$ cat src/rtl/regfile_wb_ctrl_if.sv
// rtl/regfile_wb_ctrl_if.sv - write-back requester, register-file write port and issue/scoreboard bundle
interface regfile_wb_ctrl_if #(
  parameter int DATA_W = 32,
  parameter int ADDR_W = 5
);
  logic                   req0_valid;
  logic [ADDR_W-1:0]      req0_rd;
  logic [DATA_W-1:0]      req0_data;
  logic                   req0_ready;

  logic                   req1_valid;
  logic [ADDR_W-1:0]      req1_rd;
  logic [DATA_W-1:0]      req1_data;
  logic                   req1_ready;

  logic                   WR;
  logic [ADDR_W-1:0]      RW;
  logic [DATA_W-1:0]      DW;

  logic                   iss_valid;
  logic [ADDR_W-1:0]      iss_ra;
  logic                   iss_ra_en;
  logic [ADDR_W-1:0]      iss_rb;
  logic                   iss_rb_en;
  logic [ADDR_W-1:0]      iss_rd;
  logic                   iss_rd_en;
  logic                   stall;
  logic [2**ADDR_W-1:0]   busy;

  // master: pipeline side (requesters, issue stage, register file)
  modport master (
    output req0_valid, req0_rd, req0_data,
    input  req0_ready,
    output req1_valid, req1_rd, req1_data,
    input  req1_ready,
    input  WR, RW, DW,
    output iss_valid, iss_ra, iss_ra_en, iss_rb, iss_rb_en, iss_rd, iss_rd_en,
    input  stall, busy
  );

  modport slave (
    input  req0_valid, req0_rd, req0_data,
    output req0_ready,
    input  req1_valid, req1_rd, req1_data,
    output req1_ready,
    output WR, RW, DW,
    input  iss_valid, iss_ra, iss_ra_en, iss_rb, iss_rb_en, iss_rd, iss_rd_en,
    output stall, busy
  );
endinterface

$ cat src/rtl/regfile_wb_ctrl.sv
// rtl/regfile_wb_ctrl.sv - round-robin write-back arbiter and busy scoreboard for the 32x32 register file
module regfile_wb_ctrl #(
  parameter int DATA_W = 32,
  parameter int ADDR_W = 5
) (
  input  logic             HCLK,
  input  logic             HRESETn,
  regfile_wb_ctrl_if.slave bus
);
  localparam int NREG = 2**ADDR_W;

  logic              rr_ptr_q, rr_ptr_d;
  logic              wr_q, wr_d;
  logic [ADDR_W-1:0] rw_q, rw_d;
  logic [DATA_W-1:0] dw_q, dw_d;
  logic [NREG-1:0]   busy_q, busy_d;

  logic grant0, grant1, stall_c, fire;

  always_comb begin
    // rr_ptr only matters on a tie; it names the requester that lost last time
    grant0 = bus.req0_valid & (~bus.req1_valid | ~rr_ptr_q);
    grant1 = bus.req1_valid & (~bus.req0_valid |  rr_ptr_q);

    rr_ptr_d = rr_ptr_q;
    wr_d     = 1'b0;
    rw_d     = rw_q;
    dw_d     = dw_q;
    if (grant0) begin
      rr_ptr_d = 1'b1;
      wr_d     = (bus.req0_rd != '0);
      rw_d     = bus.req0_rd;
      dw_d     = bus.req0_data;
    end else if (grant1) begin
      rr_ptr_d = 1'b0;
      wr_d     = (bus.req1_rd != '0);
      rw_d     = bus.req1_rd;
      dw_d     = bus.req1_data;
    end

    stall_c = bus.iss_valid & ((bus.iss_ra_en & busy_q[bus.iss_ra]) |
                               (bus.iss_rb_en & busy_q[bus.iss_rb]) |
                               (bus.iss_rd_en & busy_q[bus.iss_rd]));
    fire    = bus.iss_valid & ~stall_c;

    // Clear on commit first so a same-edge reservation of the register wins
    busy_d = busy_q;
    if (wr_q) begin
      busy_d[rw_q] = 1'b0;
    end
    if (fire & bus.iss_rd_en & (bus.iss_rd != '0)) begin
      busy_d[bus.iss_rd] = 1'b1;
    end
    busy_d[0] = 1'b0;
  end

  always_ff @(posedge HCLK or negedge HRESETn) begin
    if (!HRESETn) begin
      rr_ptr_q <= 1'b0;
      wr_q     <= 1'b0;
      rw_q     <= '0;
      dw_q     <= '0;
      busy_q   <= '0;
    end else begin
      rr_ptr_q <= rr_ptr_d;
      wr_q     <= wr_d;
      rw_q     <= rw_d;
      dw_q     <= dw_d;
      busy_q   <= busy_d;
    end
  end

  assign bus.req0_ready = grant0;
  assign bus.req1_ready = grant1;
  assign bus.WR         = wr_q;
  assign bus.RW         = rw_q;
  assign bus.DW         = dw_q;
  assign bus.stall      = stall_c;
  assign bus.busy       = busy_q;

endmodule

$ cat src/flat_wrapper.sv
// flat-port wrapper written by rule: the top's interface ports become plain ports
module regfile_wb_ctrl_flat 
#(
  parameter int DATA_W = 32,
  parameter int ADDR_W = 5
)
  (HCLK, HRESETn, bus_req0_valid, bus_req0_rd, bus_req0_data, bus_req0_ready, bus_req1_valid, bus_req1_rd, bus_req1_data, bus_req1_ready, bus_WR, bus_RW, bus_DW, bus_iss_valid, bus_iss_ra, bus_iss_ra_en, bus_iss_rb, bus_iss_rb_en, bus_iss_rd, bus_iss_rd_en, bus_stall, bus_busy);
  regfile_wb_ctrl_if #(.DATA_W(DATA_W), .ADDR_W(ADDR_W)) bus_i ();
  input  logic HCLK;
  input  logic HRESETn;
  input wire logic [$bits(bus_i.req0_valid)-1:0] bus_req0_valid;
  input wire logic [$bits(bus_i.req0_rd)-1:0] bus_req0_rd;
  input wire logic [$bits(bus_i.req0_data)-1:0] bus_req0_data;
  output wire logic [$bits(bus_i.req0_ready)-1:0] bus_req0_ready;
  input wire logic [$bits(bus_i.req1_valid)-1:0] bus_req1_valid;
  input wire logic [$bits(bus_i.req1_rd)-1:0] bus_req1_rd;
  input wire logic [$bits(bus_i.req1_data)-1:0] bus_req1_data;
  output wire logic [$bits(bus_i.req1_ready)-1:0] bus_req1_ready;
  output wire logic [$bits(bus_i.WR)-1:0] bus_WR;
  output wire logic [$bits(bus_i.RW)-1:0] bus_RW;
  output wire logic [$bits(bus_i.DW)-1:0] bus_DW;
  input wire logic [$bits(bus_i.iss_valid)-1:0] bus_iss_valid;
  input wire logic [$bits(bus_i.iss_ra)-1:0] bus_iss_ra;
  input wire logic [$bits(bus_i.iss_ra_en)-1:0] bus_iss_ra_en;
  input wire logic [$bits(bus_i.iss_rb)-1:0] bus_iss_rb;
  input wire logic [$bits(bus_i.iss_rb_en)-1:0] bus_iss_rb_en;
  input wire logic [$bits(bus_i.iss_rd)-1:0] bus_iss_rd;
  input wire logic [$bits(bus_i.iss_rd_en)-1:0] bus_iss_rd_en;
  output wire logic [$bits(bus_i.stall)-1:0] bus_stall;
  output wire logic [$bits(bus_i.busy)-1:0] bus_busy;
  assign bus_i.req0_valid = bus_req0_valid;
  assign bus_i.req0_rd = bus_req0_rd;
  assign bus_i.req0_data = bus_req0_data;
  assign bus_req0_ready = bus_i.req0_ready;
  assign bus_i.req1_valid = bus_req1_valid;
  assign bus_i.req1_rd = bus_req1_rd;
  assign bus_i.req1_data = bus_req1_data;
  assign bus_req1_ready = bus_i.req1_ready;
  assign bus_WR = bus_i.WR;
  assign bus_RW = bus_i.RW;
  assign bus_DW = bus_i.DW;
  assign bus_i.iss_valid = bus_iss_valid;
  assign bus_i.iss_ra = bus_iss_ra;
  assign bus_i.iss_ra_en = bus_iss_ra_en;
  assign bus_i.iss_rb = bus_iss_rb;
  assign bus_i.iss_rb_en = bus_iss_rb_en;
  assign bus_i.iss_rd = bus_iss_rd;
  assign bus_i.iss_rd_en = bus_iss_rd_en;
  assign bus_stall = bus_i.stall;
  assign bus_busy = bus_i.busy;
  regfile_wb_ctrl #(.DATA_W(DATA_W), .ADDR_W(ADDR_W)) u_core (.HCLK(HCLK), .HRESETn(HRESETn), .bus(bus_i));
endmodule
$ cat config.mk
export PLATFORM = sky130hd
export DESIGN_NAME = regfile_wb_ctrl_flat
export DESIGN_NICKNAME = d
export VERILOG_FILES = /design/src/rtl/regfile_wb_ctrl_if.sv /design/src/rtl/regfile_wb_ctrl.sv /design/src/flat_wrapper.sv
export SDC_FILE = /design/constraint.sdc
export NUM_CORES = 1
export LEC_CHECK = 0
export CORE_MARGIN = 1
export CORE_UTILIZATION = 46
export DETAILED_ROUTE_END_ITERATION = 10
export GPL_TIMING_DRIVEN = 0
export HOLD_SLACK_MARGIN = 0.06
export PLACE_DENSITY_LB_ADDON = 0.05
export SLEW_MARGIN = 20
export SYNTH_ARGS = -nofsm -noshare
export SYNTH_HDL_FRONTEND = slang
export SYNTH_SLANG_ARGS = --single-unit
export TNS_END_PERCENT = 20
$ cat constraint.sdc
create_clock -name HCLK -period 2.7 [get_ports HCLK]
set_input_delay 0.405 -clock HCLK [delete_from_list [all_inputs] [get_ports HCLK]]
set_output_delay 0.405 -clock HCLK [all_outputs]
set_load 0.05 [all_outputs]
==> qor.txt <==
Clock Latency Late Sink: 0.35 ns
worst slew pin tran: 0.580 ns
placed inst area: 6450 um^2
die width: 103 um
clock slew at reported path FFs: 0.07 ns
Final setup viols: 1
Inserted Clock Buffers: 9
GRT met3 Usage: 9.22%
r2r startpoint: u_core.bus.busy[22]
Non-Filler Instances: 852
design area: 6860 um^2
DRC violations left: 0
clk sinks: 70
setup tns final: -0.147 ns
Ports: 170
Slowest cell on crit path: mux4_2
r2r endpoint: u_core.bus.busy[13]
clk_skew: 0.00801 ns
Cell Rows: 36
Die ar.: 10500 um^2
commonest non-fill, non-tap cell in the layout: clkdlybuf4s50_1
Worst EP required: 2.30 ns
fill cell count: 820
crit-path cells: mux4_2 -> o2bb2ai_2 -> a311oi_1 -> o311a_1 -> o31a_1 -> buf_6
GR Util All Layers: 32.0%
PD cells: 883 nW/um^2
Clock Path Buffers: 2
commonest cells after routing, fill and taps aside: 153 x clkdlybuf4s50_1, 66 x o21ai_0, 64 x a21oi_1, 61 x dfrtp_1, 44 x nor2_1
gr busiest metal: met2
Seq cells post-synth: 70
sequential fraction of the synthesis area: 37.7%
Syn-to-layout area delta: 47.6%
TritonCTS clock tree: done
Mapped Nets: 618
max incr delay on CP: 0.49 ns
number of distinct library cells after synthesis: 49
Routed WL per cell: 19.4 um
Most used DFF post-synth: dfrtp_1
Synth Cell Area: 4650 um^2
layout net count: 812
final worst slack: -0.147 ns
CP startpoint kind: flip-flop
vias in the first global route: 5076
Gate Count Post-Synth: 521
GR Overflow Total: 0
fin crit share: 105%
min Tclk post-route: 2.85 ns
Slew Limit Fails: 0
average size of a mapped cell: 8.93 um^2
Starting Density: 47.6%
Reg2Reg Setup Slack: 0.14 ns
Vias: 5130
# diodes: 0
Leak Pwr: 2.57 nW
core box area: 9770 um^2
Routed Antenna Nets: 0
GR Util met1: 37.0%
router iterations before antenna repair: 5
largest net degree at the start of global routing: 50
share of layout cells above drive strength 1: 15.7%
Max VDD drop: 510 uV
Crit Path Max Fanout: 5
Setup crit end kind: primary output
drt via density: 6.02
Hold Crit Class: input port to async pin
GPL Wtd Cong: 0.930
I/O Buffers: 161
YS warnings: 0
DRT iter0 DRCs: 312
Worst Path Arrival: 2.44 ns
Clock Tree Root: clkbuf_8
final WL: 16500 um
Tot Pwr: 6.06 mW
WHS: 0.485 ns
Max Cap Violations: 0
dpl hpwl: 11900 um
initial antenna violation count: 0
Die H: 103 um
Worst R2R Path Depth: 8
H-Tree Depth: 3
Fin. Hold Viols: 0
violated checks: negative setup slack
met2 Use GR: 53.2%
placed cell count: 816
outcome: finished with violations
Crit Path Category: flip-flop to primary output
global-route wire length before repair: 25500 um
Slew Limit Headroom: 61.2%
Post-synth EDFFs: 0
Post-synth ARST share: 100%
Max Clock Freq: 0.351 GHz
RSZ-0062 raised after global routing: true
## layer usage
metal  share of wire (%)  vias up  routed length, um
met5                   0        -                  0
met4                 3.9        0                649
met2                  49      316               8140
met3                  10       64               1730
li1                    -     2314                  -
met1                  36     2436               6010
## critical path: cells and delay by family, from the launching register on
family / cells / cell delay (ns)
compound gates: 4 / 0.97
buf+inv: 1 / 0.16
flops: 1 / 0.46
mux: 1 / 0.49
## cell families after synthesis
group           after synthesis  synth area share (%)
buf+inv                      44                  4.44
simple gates                191                  21.5
compound gates              185                  24.5
other cells                   1                0.0806
mux                          30                  11.8
flops                        70                  37.7
## report_power, final
part / total, mW / switching (mW) / internal (mW)
clock: 0.777 / 0.398 / 0.379
sequential: 1.78 / 0.411 / 1.37
combinational: 3.50 / 2.08 / 1.42
total: 6.06 / 2.89 / 3.17
## stage by stage
step,setup slack [ns],utilization [%]
floorplan,0.00907,-
global placement,-1.53,65.8
detailed placement,-1.21,66.0
CTS,-0.121,70.0
global route,-0.187,70.2
finish,-0.147,70.2
## synthesized netlist by cell type, types with 4 or more instances
cell type | instances | share of area [%]
nand2b_1 | 36 | 4.8
inv_1 | 4 | 0.32
nand3_1 | 35 | 3.8
nor2b_1 | 12 | 1.6
o22ai_1 | 4 | 0.54
o31ai_2 | 11 | 3.0
a21oi_1 | 64 | 6.9
mux2_2 | 6 | 1.5
mux2i_1 | 4 | 0.86
buf_2 | 6 | 0.65
dfrtp_1 | 70 | 38
nor2_1 | 44 | 3.6
o31ai_1 | 18 | 2.9
nand2_1 | 35 | 2.8
or3b_2 | 7 | 1.3
mux4_2 | 19 | 9.2
clkbuf_1 | 24 | 1.9
o21ai_0 | 66 | 7.1
nand3b_1 | 8 | 1.3
## sequential cells by signal (all words and copies together) (netlist names)
| signal | flops |
|---|---|
| u_core.bus.busy | 31 |
| u_core.bus.WR | 1 |
| u_core.bus.DW | 32 |
| u_core.rr_ptr_q | 1 |
| u_core.bus.RW | 5 |
## cell type report
class / instances / area (um^2) / area share [%]
clock buffer: 14 / 163 / 2.37
inverter: 5 / 18.8 / 0.273
sequential: 70 / 1760 / 25.7
tap: 133 / 166 / 2.42
multi-input combinational: 407 / 2740 / 39.9
timing repair buffer: 184 / 1820 / 26.5
clock inverter: 1 / 5.00 / 0.0729
buffer: 38 / 191 / 2.79
## repair_timing
item	4_1_cts	5_1_grt
setup buffers	21	0
pin swaps	8	1
hold buffers	1	0
gates cloned	0	0
setup endpoints to repair	31	2
gates resized for setup	37	9
hold endpoints to repair	21	0
## worst max-delay path by stage
stage / slack (ns) / from / to / cells past startpoint
after floorplan: 0.009 / u_core.bus.busy[3] / bus_stall / 6
after global placement: -1.53 / HRESETn / u_core.bus.busy[1] / 1
after detailed placement: -1.21 / bus_iss_rd[0] / bus_stall / 8
after CTS: -0.12 / u_core.bus.busy[30] / bus_stall / 7
after global routing: -0.19 / u_core.bus.busy[30] / bus_stall / 7
final: -0.15 / u_core.bus.busy[9] / bus_stall / 6
Power figures use the tool's default switching activity.
